--- config.mk ---
export PLATFORM = sky130hd
export DESIGN_NAME = uart_rx_flat
export DESIGN_NICKNAME = d
export VERILOG_FILES = /design/src/rtl/uart_pkg.sv /design/src/rtl/uart_rx_if.sv /design/src/rtl/uart_sync2.sv /design/src/rtl/uart_rx.sv /design/src/flat_wrapper.sv
export SDC_FILE = /design/constraint.sdc
export NUM_CORES = 1
export LEC_CHECK = 0
export CORE_MARGIN = 1
export CORE_UTILIZATION = 51
export CTS_BUF_LIST = sky130_fd_sc_hd__clkbuf_2 sky130_fd_sc_hd__clkbuf_4 sky130_fd_sc_hd__clkbuf_8
export DETAILED_ROUTE_END_ITERATION = 10
export GPL_TIMING_DRIVEN = 0
export PLACE_DENSITY = 0.82
export SYNTH_ARGS = -nofsm -noshare
export SYNTH_HDL_FRONTEND = slang
export SYNTH_HIERARCHICAL = 1
export SYNTH_SLANG_ARGS = --single-unit
--- constraint.sdc ---
create_clock -name clk -period 1.5 [get_ports clk]
set_input_delay 0.3 -clock clk [delete_from_list [all_inputs] [get_ports clk]]
set_output_delay 0.3 -clock clk [all_outputs]
set_load 0.1 [all_outputs]
--- src/rtl/uart_pkg.sv ---
// Shared definitions for the UART link (receiver and transmitter).
package uart_pkg;

  localparam int   DATA_BITS = 8;
  localparam logic LINE_IDLE = 1'b1;

  typedef enum logic [2:0] {
    IDLE,
    START,
    DATA,
    STOP,
    WAIT_IDLE
  } uart_state_t;

endpackage

--- src/rtl/uart_rx_if.sv ---
// Receiver-side bundle: the serial line in, and the parallel byte bus out.
interface uart_rx_if;
  import uart_pkg::*;

  logic                 rx;
  logic [DATA_BITS-1:0] dout;
  logic                 valid;
  logic                 frame_err;
  logic                 busy;

  modport master (input rx, output dout, output valid, output frame_err, output busy);
  modport slave  (output rx, input dout, input valid, input frame_err, input busy);

endinterface

--- src/rtl/uart_sync2.sv ---
// Two-flop synchroniser for a single asynchronous input; resets to the idle level.
module uart_sync2
  import uart_pkg::*;
#(
  parameter logic RESET_VAL = LINE_IDLE
) (
  input  logic clk,
  input  logic rst,
  input  logic d,
  output logic q
);

  logic meta;

  // First flop may go metastable; second flop gives it a full cycle to settle.
  always_ff @(posedge clk or posedge rst) begin
    if (rst) begin
      meta <= RESET_VAL;
      q    <= RESET_VAL;
    end else begin
      meta <= d;
      q    <= meta;
    end
  end

endmodule

--- src/rtl/uart_rx.sv ---
// 8N1 UART receiver: mid-bit sampling with a configurable clocks-per-bit divider.
module uart_rx
  import uart_pkg::*;
#(
  parameter int CLKS_PER_BIT = 1
) (
  input logic      clk,
  input logic      rst,
  uart_rx_if.master bus
);

  localparam int HALF = (CLKS_PER_BIT - 1) / 2;
  localparam int CW   = $clog2(CLKS_PER_BIT) + 1;

  localparam logic [CW-1:0] ONE    = CW'(1);
  localparam logic [CW-1:0] HALF_C = CW'(HALF);
  localparam logic [CW-1:0] LAST_C = CW'(CLKS_PER_BIT - 1);
  localparam logic [3:0]    LAST_BIT = 4'(DATA_BITS - 1);

  uart_state_t          state, state_n;
  logic [CW-1:0]        cnt, cnt_n;
  logic [3:0]           idx, idx_n;
  logic [DATA_BITS-1:0] shreg, shreg_n;
  logic [DATA_BITS-1:0] dout_q, dout_n;
  logic                 valid_q, valid_n;
  logic                 ferr_q, ferr_n;
  logic                 rx_s;

  uart_sync2 #(.RESET_VAL(LINE_IDLE)) u_sync (
    .clk (clk),
    .rst (rst),
    .d   (bus.rx),
    .q   (rx_s)
  );

  // State register.
  always_ff @(posedge clk or posedge rst) begin
    if (rst) state <= IDLE;
    else     state <= state_n;
  end

  // Next state, counters, shift register and strobes; all decisions use rx_s.
  always_comb begin
    state_n = state;
    cnt_n   = cnt;
    idx_n   = idx;
    shreg_n = shreg;
    dout_n  = dout_q;
    valid_n = 1'b0;
    ferr_n  = 1'b0;
    case (state)
      IDLE: begin
        if (rx_s == 1'b0) begin
          cnt_n = '0;
          idx_n = '0;
          if (HALF == 0) state_n = DATA;
          else           state_n = START;
        end
      end
      START: begin
        cnt_n = cnt + ONE;
        if ((cnt + ONE) == HALF_C) begin
          if (rx_s == 1'b0) begin
            state_n = DATA;
            cnt_n   = '0;
            idx_n   = '0;
          end else begin
            state_n = IDLE;
          end
        end
      end
      DATA: begin
        if (cnt == LAST_C) begin
          cnt_n               = '0;
          shreg_n[idx[2:0]]   = rx_s;
          idx_n               = idx + 4'd1;
          if (idx == LAST_BIT) state_n = STOP;
        end else begin
          cnt_n = cnt + ONE;
        end
      end
      STOP: begin
        if (cnt == LAST_C) begin
          cnt_n = '0;
          if (rx_s == LINE_IDLE) begin
            dout_n  = shreg;
            valid_n = 1'b1;
            state_n = IDLE;
          end else begin
            ferr_n  = 1'b1;
            state_n = WAIT_IDLE;
          end
        end else begin
          cnt_n = cnt + ONE;
        end
      end
      WAIT_IDLE: begin
        if (rx_s == LINE_IDLE) state_n = IDLE;
      end
      default: state_n = IDLE;
    endcase
  end

  // Datapath registers; reset discards any partially received byte.
  always_ff @(posedge clk or posedge rst) begin
    if (rst) begin
      cnt     <= '0;
      idx     <= '0;
      shreg   <= '0;
      dout_q  <= '0;
      valid_q <= 1'b0;
      ferr_q  <= 1'b0;
    end else begin
      cnt     <= cnt_n;
      idx     <= idx_n;
      shreg   <= shreg_n;
      dout_q  <= dout_n;
      valid_q <= valid_n;
      ferr_q  <= ferr_n;
    end
  end

  assign bus.dout      = dout_q;
  assign bus.valid     = valid_q;
  assign bus.frame_err = ferr_q;
  assign bus.busy      = (state != IDLE);

endmodule
--- src/flat_wrapper.sv ---
// flat-port wrapper written by rule: the top's interface ports become plain ports
module uart_rx_flat import uart_pkg::*;
#(
  parameter int CLKS_PER_BIT = 1
)
  (clk, rst, bus_rx, bus_dout, bus_valid, bus_frame_err, bus_busy);
  uart_rx_if bus_i ();
  input logic clk;
  input logic rst;
  input wire logic [$bits(bus_i.rx)-1:0] bus_rx;
  output wire logic [$bits(bus_i.dout)-1:0] bus_dout;
  output wire logic [$bits(bus_i.valid)-1:0] bus_valid;
  output wire logic [$bits(bus_i.frame_err)-1:0] bus_frame_err;
  output wire logic [$bits(bus_i.busy)-1:0] bus_busy;
  assign bus_i.rx = bus_rx;
  assign bus_dout = bus_i.dout;
  assign bus_valid = bus_i.valid;
  assign bus_frame_err = bus_i.frame_err;
  assign bus_busy = bus_i.busy;
  uart_rx #(.CLKS_PER_BIT(CLKS_PER_BIT)) u_core (.clk(clk), .rst(rst), .bus(bus_i));
endmodule
==> out/metrics.cfg, run 1 <==
[run_status]
status=finished, violations left
violations=negative setup slack

[die]
fp.coreArea_um2=2255
initial_core_util_pct=55.22
row_count=17
num_io_pins=14
die_w_um=51.41
die_h_um=51.41
dieArea_um2=2642

[sta]
rsz0062_at_grt=true
max_freq_mhz=545.1
skew_ns=0.002135
worstMarginPinSlew_ns=0.9971
relSlewSlack_pct=33.45
slew_viol_final=0
min_period_ns=1.835
setup_tns_ns=-3.987
finalCritPeriodShare_pct=122.3
hold_viol=0
setup_violations=22
setup_slack_ns=-0.3346

[critical_path]
critPathKind=flop to flop
startpoint_type=flop
cpLargestDelayFamily=simple AND/OR/NAND/NOR gates
required_ns=1.74
cp_slowest_stage_delay_ns=0.56
crit_fanout=5
cp_num_buf_inv=1
path_cells=buf_4, or4b_4, nor2_4, nand3_1, mux2_4
critPathCaptureType=flop
arrival_ns=2.07
slowest_stage=or4b_4

[worst_hold_path]
hp-class=input pin to asynchronous set/reset pin

[synth]
syn_area_um2=1245
yosys_warnings=6
synth_area_leaders=dfrtp_1, mux2_2, dfstp_2
synthTopCellsByCount=dfrtp_1, mux2_2, nor2_1
syn_inst=101
synthesis.nets=105
seq_area_frac_synth_pct=56.48
synth_edf_count=0
synth_ff_type=dfrtp_1
synth_cell_types=35
synth-async-reset-ratio_pct=100.0
synth_top_area_cell=dfrtp_1
yosysTopAreaCellShare_pct=52.26
syn_avg_cell_area_um2=12.33
ys_ff_latch=28
yosysMostFrequentCell=dfrtp_1

[finish]
n_fill_cell=150
antenna_cells=0
utilization_pct=74.31
num-nets-final=141
drive_above_1_share_pct=54.41
final_area_um2=1675
area_delta_synth_final_pct=34.57

[grt]
overflow=0
top_usage_layer=met2
grt_pass1_wl_mm=3.995
grtUsageMet1_pct=28.91
grt_max_degree=27
grtUsageTotal_pct=21.22
grt_use_met2_pct=33.55
use_met3_pct=1.786
grt_antenna_before_repair=0
grt_pass1_vias=821

[clocking]
cts_root_buf=clkbuf_4
clock_path_buffers=2
cts_sinks=28
cts_tree=built
clock_latency_ns=0.33
clk_pin_slew_ns=0.15
cts_buffers=3
htree_levels=1

[detailed_routing]
post_drt_wl_per_cell_um=18.12
drt_pass1_iterations=4
ant_nets=0
drt_iter0_drc=22
via_count=940
drc_errors=0
wirelength_mm=2.972
routed_via_density=5.732

[job]
maxCapViolations=0

[placement]
placed_area_um2=1426
hpwlAfterDp_mm=1.397
gp_congestion=0.7219
io_buffers=13

[registers in the layout (all words and copies together) (netlist names)]
signal                count
u_core/u_sync/meta        1
u_core/u_sync/q           1
u_core/shreg              8
u_core/bus.frame_err      1
u_core/state              3
u_core/idx                4
u_core/cnt                1
u_core/bus.dout           8
u_core/bus.valid          1
[per-stage QoR]
stage               hold WS (ns)  worst slack, ns  instances
floorplan                 0.2115          -0.1659        101
detailed placement        0.3487          -0.7867        142
finish                    0.2880          -0.3346        164
global route              0.3140          -0.3815        164
CTS                       0.2872          -0.2767        149
global placement          0.3470          -0.7801        142
[what timing repair did]
| action | 4_1_cts | 5_1_grt |
|---|---|---|
| pin swaps | 7 | 3 |
| endpoints found under the hold margin | 0 | 0 |
| cloned | 0 | 1 |
| setup buffers | 3 | 15 |
| hold buffers | 0 | 0 |
| gates resized for setup | 74 | 14 |
| endpoints found under the setup margin | 30 | 22 |
[layout by cell type (no fill, tap or decap), drive strengths merged, types with 4 or more instances in the layout]
| cell | count |
|---|---|
| buf | 33 |
| clkbuf | 4 |
| mux2 | 16 |
| nor2 | 8 |
| inv | 4 |
| dfrtp | 26 |
| nand2 | 7 |
| nor2b | 4 |
[worst register-to-register path: cells and delay by family (launching register included)]
kind                   cells  cell delay, ns
buffers and inverters      1            0.14
flip-flops                 1            0.43
multiplexers               1            0.32
AND/OR/NAND/NOR            3            0.85
[area by class of cell]
type	count	area, µm²	area share [%]
sequential	28	705.7	42.12
multi-input combinational	64	573.1	34.20
timing repair buffer	30	236.5	14.11
buffer	6	57.56	3.435
tap	28	35.03	2.091
clock inverter	1	30.03	1.792
clock buffer	3	22.52	1.344
inverter	4	15.01	0.8962
[worst paths after layout]
check	startpoint	endpoint	slack (ns)	depth (start not counted)
max in group asynchronous	rst	u_core/idx[0]	0.33	2
min in group clk	bus_rx	u_core/u_sync/meta	0.35	1
worst min register to register	u_core/u_sync/meta	u_core/u_sync/q	0.37	0
worst min-delay path	rst	u_core/u_sync/meta	0.29	2
worst max-delay path	u_core/state[2]	u_core/shreg[6]	-0.33	5
worst max register to register	u_core/state[2]	u_core/shreg[6]	-0.33	5
[metal layers]
metal,routed length [µm],vias up
met1,1267,472
met5,0,-
met3,181,7
met4,56,0
met2,1467,42
li1,-,419
[cell families (layout without fill, tap and decap cells)]
logic type,Yosys count,count (layout),share of synthesized area [%]
buf+inv,10,44,4.019
fa+ha+maj,1,1,1.005
mux,16,16,15.38
simple gates,36,37,18.09
compound gates,10,10,5.026
flops,28,28,56.48
Power of run 1 is left out: the tool's default activity adds up to more than one toggle a clock period on the data nets, which glitch-free logic cannot reach.
==> inputs of run 2 (changes only) <==
--- a/config.mk
+++ b/config.mk
@@ -6,12 +6,11 @@
 export NUM_CORES = 1
 export LEC_CHECK = 0
 export CORE_MARGIN = 1
-export CORE_UTILIZATION = 51
+export CORE_UTILIZATION = 52
 export CTS_BUF_LIST = sky130_fd_sc_hd__clkbuf_2 sky130_fd_sc_hd__clkbuf_4 sky130_fd_sc_hd__clkbuf_8
 export DETAILED_ROUTE_END_ITERATION = 10
 export GPL_TIMING_DRIVEN = 0
-export PLACE_DENSITY = 0.82
+export PLACE_DENSITY = 0.83
 export SYNTH_ARGS = -nofsm -noshare
 export SYNTH_HDL_FRONTEND = slang
-export SYNTH_HIERARCHICAL = 1
 export SYNTH_SLANG_ARGS = --single-unit
==> out/metrics.cfg, run 2 <==
[critical_path]
cp_slowest_stage_delay_ns=0.43
arrival_ns=1.46
required_ns=1.20
crit_start=u_core.state[0]
crit_fanout=2
path_cells=buf_6, or3_4, buf_12
slowest_stage=dfrtp_1
cp_num_buf_inv=2
critPathKind=flop to output port
critPathCaptureType=output port
cpLargestDelayFamily=flip-flops
crit-reg2reg-launch=u_core.state[2]
startpoint_type=flop

[synth]
synthTopCellsByCount=dfrtp_1, mux2_1, nand2_1
synthesis.nets=105
synth_top_area_cell=dfrtp_1
ys_ff_latch=28
synth_ff_type=dfrtp_1
synth_edf_count=0
synth_cell_types=36
synth-async-reset-ratio_pct=100.0
muxShareOfSynthArea_pct=16.68
syn_inst=101
yosysTopAreaCellShare_pct=50.44
syn_area_um2=1290
synthXorXnorAreaFrac_pct=0.6790
yosys.area_share.simple_pct=18.43
synth_area_leaders=dfrtp_1, mux2_1, dfstp_2
yosys_warnings=0
synth_fa_ha_area_share_pct=0.9699
seq_area_frac_synth_pct=54.51
synth_top_family_by_area=simple AND/OR/NAND/NOR gates
yosysMostFrequentCell=dfrtp_1
synth-compound-area-share_pct=4.753
syn_avg_cell_area_um2=12.77

[clocking]
clock_path_buffers=2
cts_tree=built
clk_pin_slew_ns=0.15
clock_latency_ns=0.34
cts_root_buf=clkbuf_4
cts_sinks=28
htree_levels=1
holdBufCountCts=0
cts_buffers=3

[die]
die_h_um=51.81
die_w_um=51.81
fp.coreArea_um2=2276
initial_core_util_pct=56.68
row_count=17
dieArea_um2=2684
num_io_pins=14

[finish]
layout_common_cells=dfrtp_1, buf_4, buf_2
num-nets-final=136
antenna_cells=0
drive_above_1_share_pct=38.17
instances_no_fill=159
area_delta_synth_final_pct=27.45
final_common_cell=dfrtp_1

[sta]
min_period_ns=1.764
skew_ns=0.005131
setup_tns_ns=-0.8706
slew_viol_final=0
hold_viol=0
setup_slack_ns=-0.2641
finalCritPeriodShare_pct=117.6
setup_violations=15
relSlewSlack_pct=34.08
max_freq_mhz=566.9
rsz0062_at_grt=true
worstMarginPinSlew_ns=0.9878

[job]
maxCapViolations=0

[worst_hold_path]
hp-class=input pin to flop
min_from=bus_rx

[run_status]
status=finished, violations left
violations=negative setup slack

[placement]
gp_congestion=0.8385
placed_cells=142
io_buffers=13
hpwlAfterDp_mm=1.446

[grt]
grtUsageTotal_pct=20.65
grt_max_degree=29
overflow=0
grt_antenna_before_repair=0
grt_pass1_vias=919
grt_pass1_wl_mm=3.933

[detailed_routing]
top_layer_used=met4
post_drt_wl_per_cell_um=15.81
wl_met2_mm=1.321
via_count=919
route.met3.wl_um=130
wirelength_mm=2.513
drc_errors=0
drt_iter0_drc=15
drt_pass1_iterations=5
routed_via_density=5.780
ant_nets=0
wl_met1_mm=1.001

[run 2: what timing repair did]
action / CTS / global route
gates resized for setup: 64 / 12
gates cloned: 0 / 1
hold endpoints to repair: 0 / 0
setup endpoints to repair: 17 / 15
buffers inserted: 6 / 7
pin swaps: 1 / 8
[run 2: kinds of logic after synthesis]
group,count (synthesis)
flip-flops,28
AND/OR/NAND/NOR,34
XOR/XNOR,1
multiplexers,19
buffers and inverters,10
AO/OA/AOI/OAI,8
adder cells (fa/ha/maj),1
[run 2: final cells by class]
cell class	instances	area, µm²
clock buffers	3	22.52
clock inverters	1	30.03
inverters	4	15.01
multi-input cells	64	598.1
repair buffers	25	187.7
flip-flops and latches	28	703.2
plain buffers	6	52.55
well taps	28	35.03
fillers	145	631.9
[run 2: through the flow]
step                      instance area (µm²)  setup slack (ns)  hold WS (ns)  util, %
after floorplan                          1295           0.09416        0.3045        -
after global placement                   1460           -0.7382        0.3461    64.16
after detailed placement                 1460           -0.7477        0.3482    64.16
after CTS                                1534           -0.2275        0.3515    67.40
after global routing                     1644           -0.2843        0.3384    72.24
final                                    1644           -0.2641        0.3484    72.24
[run 2: worst paths after layout]
kind | to | slack [ns] | cells past startpoint
max in group asynchronous | u_core.bus.valid | 0.44 | 2
min in group asynchronous | u_core.idx[1] | 0.47 | 2
setup reg to reg | u_core.shreg[3] | -0.10 | 5
hold reg to reg | u_core.u_sync.q | 0.37 | 0
setup / recovery | bus_busy | -0.26 | 3
hold / removal | u_core.u_sync.meta | 0.35 | 1
[run 2: per-layer routing]
layer | up-vias | GRT usage, %
met5 | - | 0
met4 | 0 | 14.86
met3 | 4 | 2.924
met2 | 41 | 34.85
met1 | 451 | 23.85
li1 | 423 | -
Power of run 2 is left out for the same reason.
